[config.mk]
export PLATFORM = sky130hd
export DESIGN_NAME = poly5_horner_seq
export DESIGN_NICKNAME = d
export VERILOG_FILES = /design/src/rtl/poly5_horner_seq.sv
export SDC_FILE = /design/constraint.sdc
export NUM_CORES = 2
export LEC_CHECK = 0
export ABC_CLOCK_PERIOD_IN_PS = 15190
export BUFFER_PORTS_ARGS = -buffer_cell sky130_fd_sc_hd__buf_2
export CAP_MARGIN = 30
export CORE_ASPECT_RATIO = 1.75
export CORE_UTILIZATION = 44
export CTS_BUF_LIST = sky130_fd_sc_hd__clkbuf_2 sky130_fd_sc_hd__clkbuf_4 sky130_fd_sc_hd__clkbuf_8
export DETAILED_ROUTE_END_ITERATION = 6
export SYNTH_ARGS = -nofsm -noshare
export SYNTH_HDL_FRONTEND = slang
export SYNTH_SLANG_ARGS = --single-unit
[constraint.sdc]
create_clock -name clk -period 15.19 [get_ports clk]
set_clock_uncertainty 0.05 [all_clocks]
set_input_delay 0 -clock clk [delete_from_list [all_inputs] [get_ports clk]]
set_output_delay 0 -clock clk [all_outputs]
set_load 0.02 [all_outputs]
[src/rtl/poly5_horner_seq.sv]
// Sequential Horner evaluator for a 5th-order Q16.16 polynomial on one shared multiplier.
// Define POLY5_HORNER_SAT_EN to saturate every accumulate instead of wrapping.
module poly5_horner_seq (
    input  logic        clk,
    input  logic        rst,
    input  logic        pushin,
    input  logic [3:0]  opin,
    input  logic [31:0] datain,
    output logic        busy,
    output logic        drop,
    output logic        pushout,
    output logic [31:0] dataout
);

    localparam logic [31:0] ONE_Q16 = 32'h0001_0000;
    localparam logic [3:0]  OP_X    = 4'd15;

    typedef enum logic [1:0] {
        S_IDLE,
        S_MUL,
        S_ADD
    } state_t;

    state_t      state;
    logic [31:0] coef [0:5];
    logic [31:0] work [0:4];
    logic [31:0] x;
    logic [31:0] acc;
    logic [31:0] prod;
    logic [2:0]  k;

    logic        x_push;
    logic [31:0] mag_acc;
    logic [31:0] mag_x;
    logic [63:0] mag_prod;
    logic [63:0] mul_full;
    logic [31:0] mul_q;
    logic [31:0] addend;
    logic [31:0] sum_raw;
    logic [31:0] add_q;
    logic        unused_mul_bits;

    assign x_push = pushin && (opin == OP_X);

    // Sign-magnitude multiply so the truncation matches the reference rounding exactly.
    always_comb begin
        mag_acc  = acc[31] ? (~acc + 32'd1) : acc;
        mag_x    = x[31] ? (~x + 32'd1) : x;
        mag_prod = {32'd0, mag_acc} * {32'd0, mag_x};
        mul_full = (acc[31] ^ x[31]) ? (~mag_prod + 64'd1) : mag_prod;
        mul_q    = mul_full[47:16];
    end

    assign unused_mul_bits = ^{mul_full[63:48], mul_full[15:0]};

    always_comb begin
        addend = work[0];
        case (k)
            3'd1:    addend = work[1];
            3'd2:    addend = work[2];
            3'd3:    addend = work[3];
            3'd4:    addend = work[4];
            default: addend = work[0];
        endcase
    end

    always_comb begin
        sum_raw = prod + addend;
        add_q   = sum_raw;
`ifdef POLY5_HORNER_SAT_EN
        if ((prod[31] == addend[31]) && (sum_raw[31] != prod[31])) begin
            add_q = prod[31] ? 32'h8000_0000 : 32'h7FFF_FFFF;
        end
`endif
    end

    always_ff @(posedge clk) begin
        if (rst) begin
            state   <= S_IDLE;
            x       <= 32'd0;
            acc     <= 32'd0;
            prod    <= 32'd0;
            k       <= 3'd0;
            busy    <= 1'b0;
            drop    <= 1'b0;
            pushout <= 1'b0;
            dataout <= 32'd0;
            for (int i = 0; i < 6; i++) coef[i] <= ONE_Q16;
            for (int i = 0; i < 5; i++) work[i] <= ONE_Q16;
        end else begin
            drop    <= 1'b0;
            pushout <= 1'b0;

            // The programmed bank is always writable; the running evaluation uses its snapshot.
            for (int i = 0; i < 6; i++) begin
                if (pushin && (opin == 4'(i))) coef[i] <= datain;
            end

            if (x_push && busy) drop <= 1'b1;

            case (state)
                S_IDLE: begin
                    if (x_push) begin
                        x     <= datain;
                        acc   <= coef[5];
                        k     <= 3'd4;
                        busy  <= 1'b1;
                        state <= S_MUL;
                        for (int i = 0; i < 5; i++) work[i] <= coef[i];
                    end
                end
                S_MUL: begin
                    prod  <= mul_q;
                    state <= S_ADD;
                end
                S_ADD: begin
                    acc <= add_q;
                    if (k != 3'd0) begin
                        k     <= k - 3'd1;
                        state <= S_MUL;
                    end else begin
                        dataout <= add_q;
                        pushout <= 1'b1;
                        busy    <= 1'b0;
                        state   <= S_IDLE;
                    end
                end
                default: begin
                    busy  <= 1'b0;
                    state <= S_IDLE;
                end
            endcase
        end
    end

endmodule

==> flow_summary_export.csv <==
group,metric,value,unit
status,status,"complete, no violations",
worst_setup_path,crit_path_frequent_cell,"fa_1",
global_routing,grt_pass1_vias,40390,
yosys,async_flop_share,0,%
detailed_routing,wl_per_cell,23.40,µm
sta,max_freq,80.45,MHz
sta,finalCriticalPeriod,12.43,ns
sta,rsz0062_at_grt,"no",
sta,hold_viol_final,0,
worst_setup_path,crit_start,"acc[0]$_SDFFE_PP0P_",
clocking,clk_pin_slew,0.08,ns
clocking,cts_root_buf,"clkbuf_8",
detailed_routing,wl,160.4,mm
sta,period_share,81.83,%
pwr,leakage,24.36,nW
clocking,htree_levels,2,
detailed_routing,drtAntennaViolNets,0,
worst_setup_path,slowest_stage,"o41ai_1",
detailed_routing,first_pass_iters,5,
sta,slew_viol_final,0,
worst_setup_path,end_kind,"flip-flop",
yosys,synth_edf_count,352,
cells_and_area,stdcell_count,6856,
sta,tns,0,ns
place,portBuffers,73,
place,routabilityCongestion,0.9575,
worst_setup_path,crit_fanout,24,
worst_setup_path,cp.arrival,12.95,ns
global_routing,grt_max_degree,103,
worst_hold_path,hp-start,"rst",
run,drv_cap,0,
place,dp_hpwl,125.5,mm
worst_setup_path,path_buf_inv,6,
sta,hold_ws,0.04339,ns
global_routing,grt_antenna_before_repair,2,
worst_setup_path,cp.required,15.71,ns
floorplan,io_pins,74,
worst_setup_path,worstSetupStartpointType,"flip-flop",
global_routing,grt_pass1_wl,244.8,mm
yosys,synth_top_flop_cell,"edfxtp_1",
yosys,ys_ff_latch,488,
floorplan,chipWidth,258.1,µm
floorplan,initial_core_util,44.35,%
yosys,ys_seq_area_share,26.32,%
sta,worst_pin_slew,1.128,ns
cells_and_area,layout.nets,6345,
clocking,cts_tree,"built",
clocking,cts_buffers,56,
detailed_routing,drt_iter0_markers,2235,
global_routing,grt.overflow.total,0,
yosys,syn_nets,6342,
detailed_routing,viasPerCell,5.508,
yosys,yosys_warnings,0,
yosys,syn_inst,5309,
worst_setup_path,critPathMaxStageDelay,0.83,ns
global_routing,grt_usage,28.24,%
floorplan,die_h,450.2,µm
yosys,yosys.cell_types.count,93,
detailed_routing,dr_total_vias,37760,
cells_and_area,postLayoutCoreUtil,48.24,%
floorplan,fp.coreArea,113900,µm²
worst_setup_path,critical_path_class,"reg2reg",
sta,setup_slack,2.760,ns
clocking,clock_sinks,488,
cells_and_area,fill_cells,10730,
worst_setup_path,cp_top_family,"adder cells",
clocking,clk_latency,0.69,ns
worst_setup_path,reg2reg_from,"acc[0]$_SDFFE_PP0P_",
clocking,hold_buffers,37,
sta,setup_violations,0,
cells_and_area,final_layout_size_suffix_gt1_share,7.892,%
yosys,syn_area,50510,µm²
clocking,cts_setup_buffers,0,
pwr,power_density,50.89,nW/µm²
floorplan,dieArea,116200,µm²
place,placed_cells,6710,
clocking,clockBufferDepth,3,
worst_setup_path,reg2reg_slack,2.76,ns
floorplan,rows,164,
cells_and_area,area_delta_synth_final,8.774,%
clocking,post_cts_resized,0,
worst_hold_path,min_path_type,"in2reg",
detailed_routing,remaining_drc_errors,0,
pwr,peakVddDrop,0.00008636,V
yosys,syn_avg_cell_area,9.514,µm²
place,pre_cts_slack,2.916,ns
sta,max_slew_margin,24.43,%
-- power by group --
| part | internal [mW] | switching, mW | total, mW |
|---|---|---|---|
| clock | 0.514 | 0.490 | 1.00 |
| combinational | 0.0788 | 0.216 | 0.295 |
| sequential | 1.48 | 0.0193 | 1.50 |
| total | 2.07 | 0.726 | 2.80 |
-- worst paths after layout --
kind / depth (start not counted) / endpoint
worst min register to register: 2 / dataout[16]$_SDFFE_PP0P_
worst min-delay path: 3 / dataout[18]$_SDFFE_PP0P_
worst max register to register: 32 / prod[30]$_SDFFE_PP0P_
worst max-delay path: 32 / prod[30]$_SDFFE_PP0P_
-- cells by family after synthesis --
logic type / share of synthesized area (%)
adder cells (fa/ha/maj): 36.22
buffers and inverters: 8.167
AO/OA/AOI/OAI: 7.761
flip-flops: 26.32
multiplexers: 0.1016
XOR/XNOR: 3.864
AND/OR/NAND/NOR: 17.57
-- final cells by class --
cell class	instances	area, µm²	area share [%]
antenna	2	5.005	0.009109
clock buffer	86	1052	1.915
clock inverter	20	211.5	0.3849
inverter	805	3023	5.502
multi-input combinational	3725	33730	61.39
sequential	488	13290	24.19
tap	1494	1869	3.402
timing repair buffer	236	1759	3.202
-- through the flow --
step / power, mW / area [µm²]
floorplan: 1.684 / 50510
global placement: 1.807 / 53150
detailed placement: 1.812 / 53290
CTS: 2.818 / 54920
global route: 2.882 / 54940
finish: 2.796 / 54940
-- sequential cells by signal, indices dropped and copies added (netlist names), 2 cells and up --
name / cells
coef: 192
dataout: 32
work: 160
state: 2
acc: 32
k: 3
x: 32
prod: 32
-- per-layer routing --
layer | GRT usage [%] | vias to the layer above | wire [µm]
li1 | - | 16850 | -
met1 | 30.40 | 19160 | 55340
met2 | 51.57 | 1271 | 84010
met3 | 2.693 | 478 | 7745
met4 | 19.72 | 0 | 13330
met5 | 0 | - | 0
-- placed cells by master, fill, tap and decap left out, types with 14 or more instances in the layout --
master and count:
fa_1 780, nor4_1 14, o31ai_1 27, a311oi_1 36, ha_1 214, xnor2_2 18, buf_2 72, or3_1 29
a22oi_1 65, clkbuf_4 21, nand2_1 709, dlygate4sd3_1 37, nand3_1 31, or2_2 15, nor3_1 23, xnor2_1 111
a21oi_1 141, and2_1 209, edfxtp_1 352, o21ai_0 61, a211oi_1 43, a21o_1 29, nor2_1 632, inv_1 803
a31oi_1 46, clkbuf_8 65, xor2_1 59, and3_1 165, nand2b_1 24, dfxtp_1 136, buf_4 120
-- synthesized netlist by cell type, types with 36 or more instances --
master | instances | share of area, %
dfxtp_1 | 136 | 5.4
xnor2_1 | 133 | 2.3
nand2_1 | 710 | 5.3
a311oi_1 | 36 | 0.62
o21ai_0 | 67 | 0.66
inv_1 | 803 | 6.0
fa_1 | 780 | 31
a22oi_1 | 65 | 0.97
a21oi_1 | 141 | 1.4
and3_1 | 165 | 2.0
ha_1 | 214 | 5.3
clkbuf_1 | 281 | 2.1
a31oi_1 | 46 | 0.57
edfxtp_1 | 352 | 21
a211oi_1 | 43 | 0.64
and2_1 | 209 | 2.6
nor2_1 | 635 | 4.7
xor2_1 | 78 | 1.4
-- worst reg2reg max path, delay by kind of cell (launching register included) --
kind / cells / cell delay [ns]
adders and majority gates: 10 / 4.87
AOI/OAI and AO/OA: 10 / 4.27
and+or+nand+nor: 4 / 1.30
buffers and inverters: 6 / 1.15
xor gates and xnor gates: 2 / 0.39
DFF: 1 / 0.30
Power figures use the tool's default switching activity.
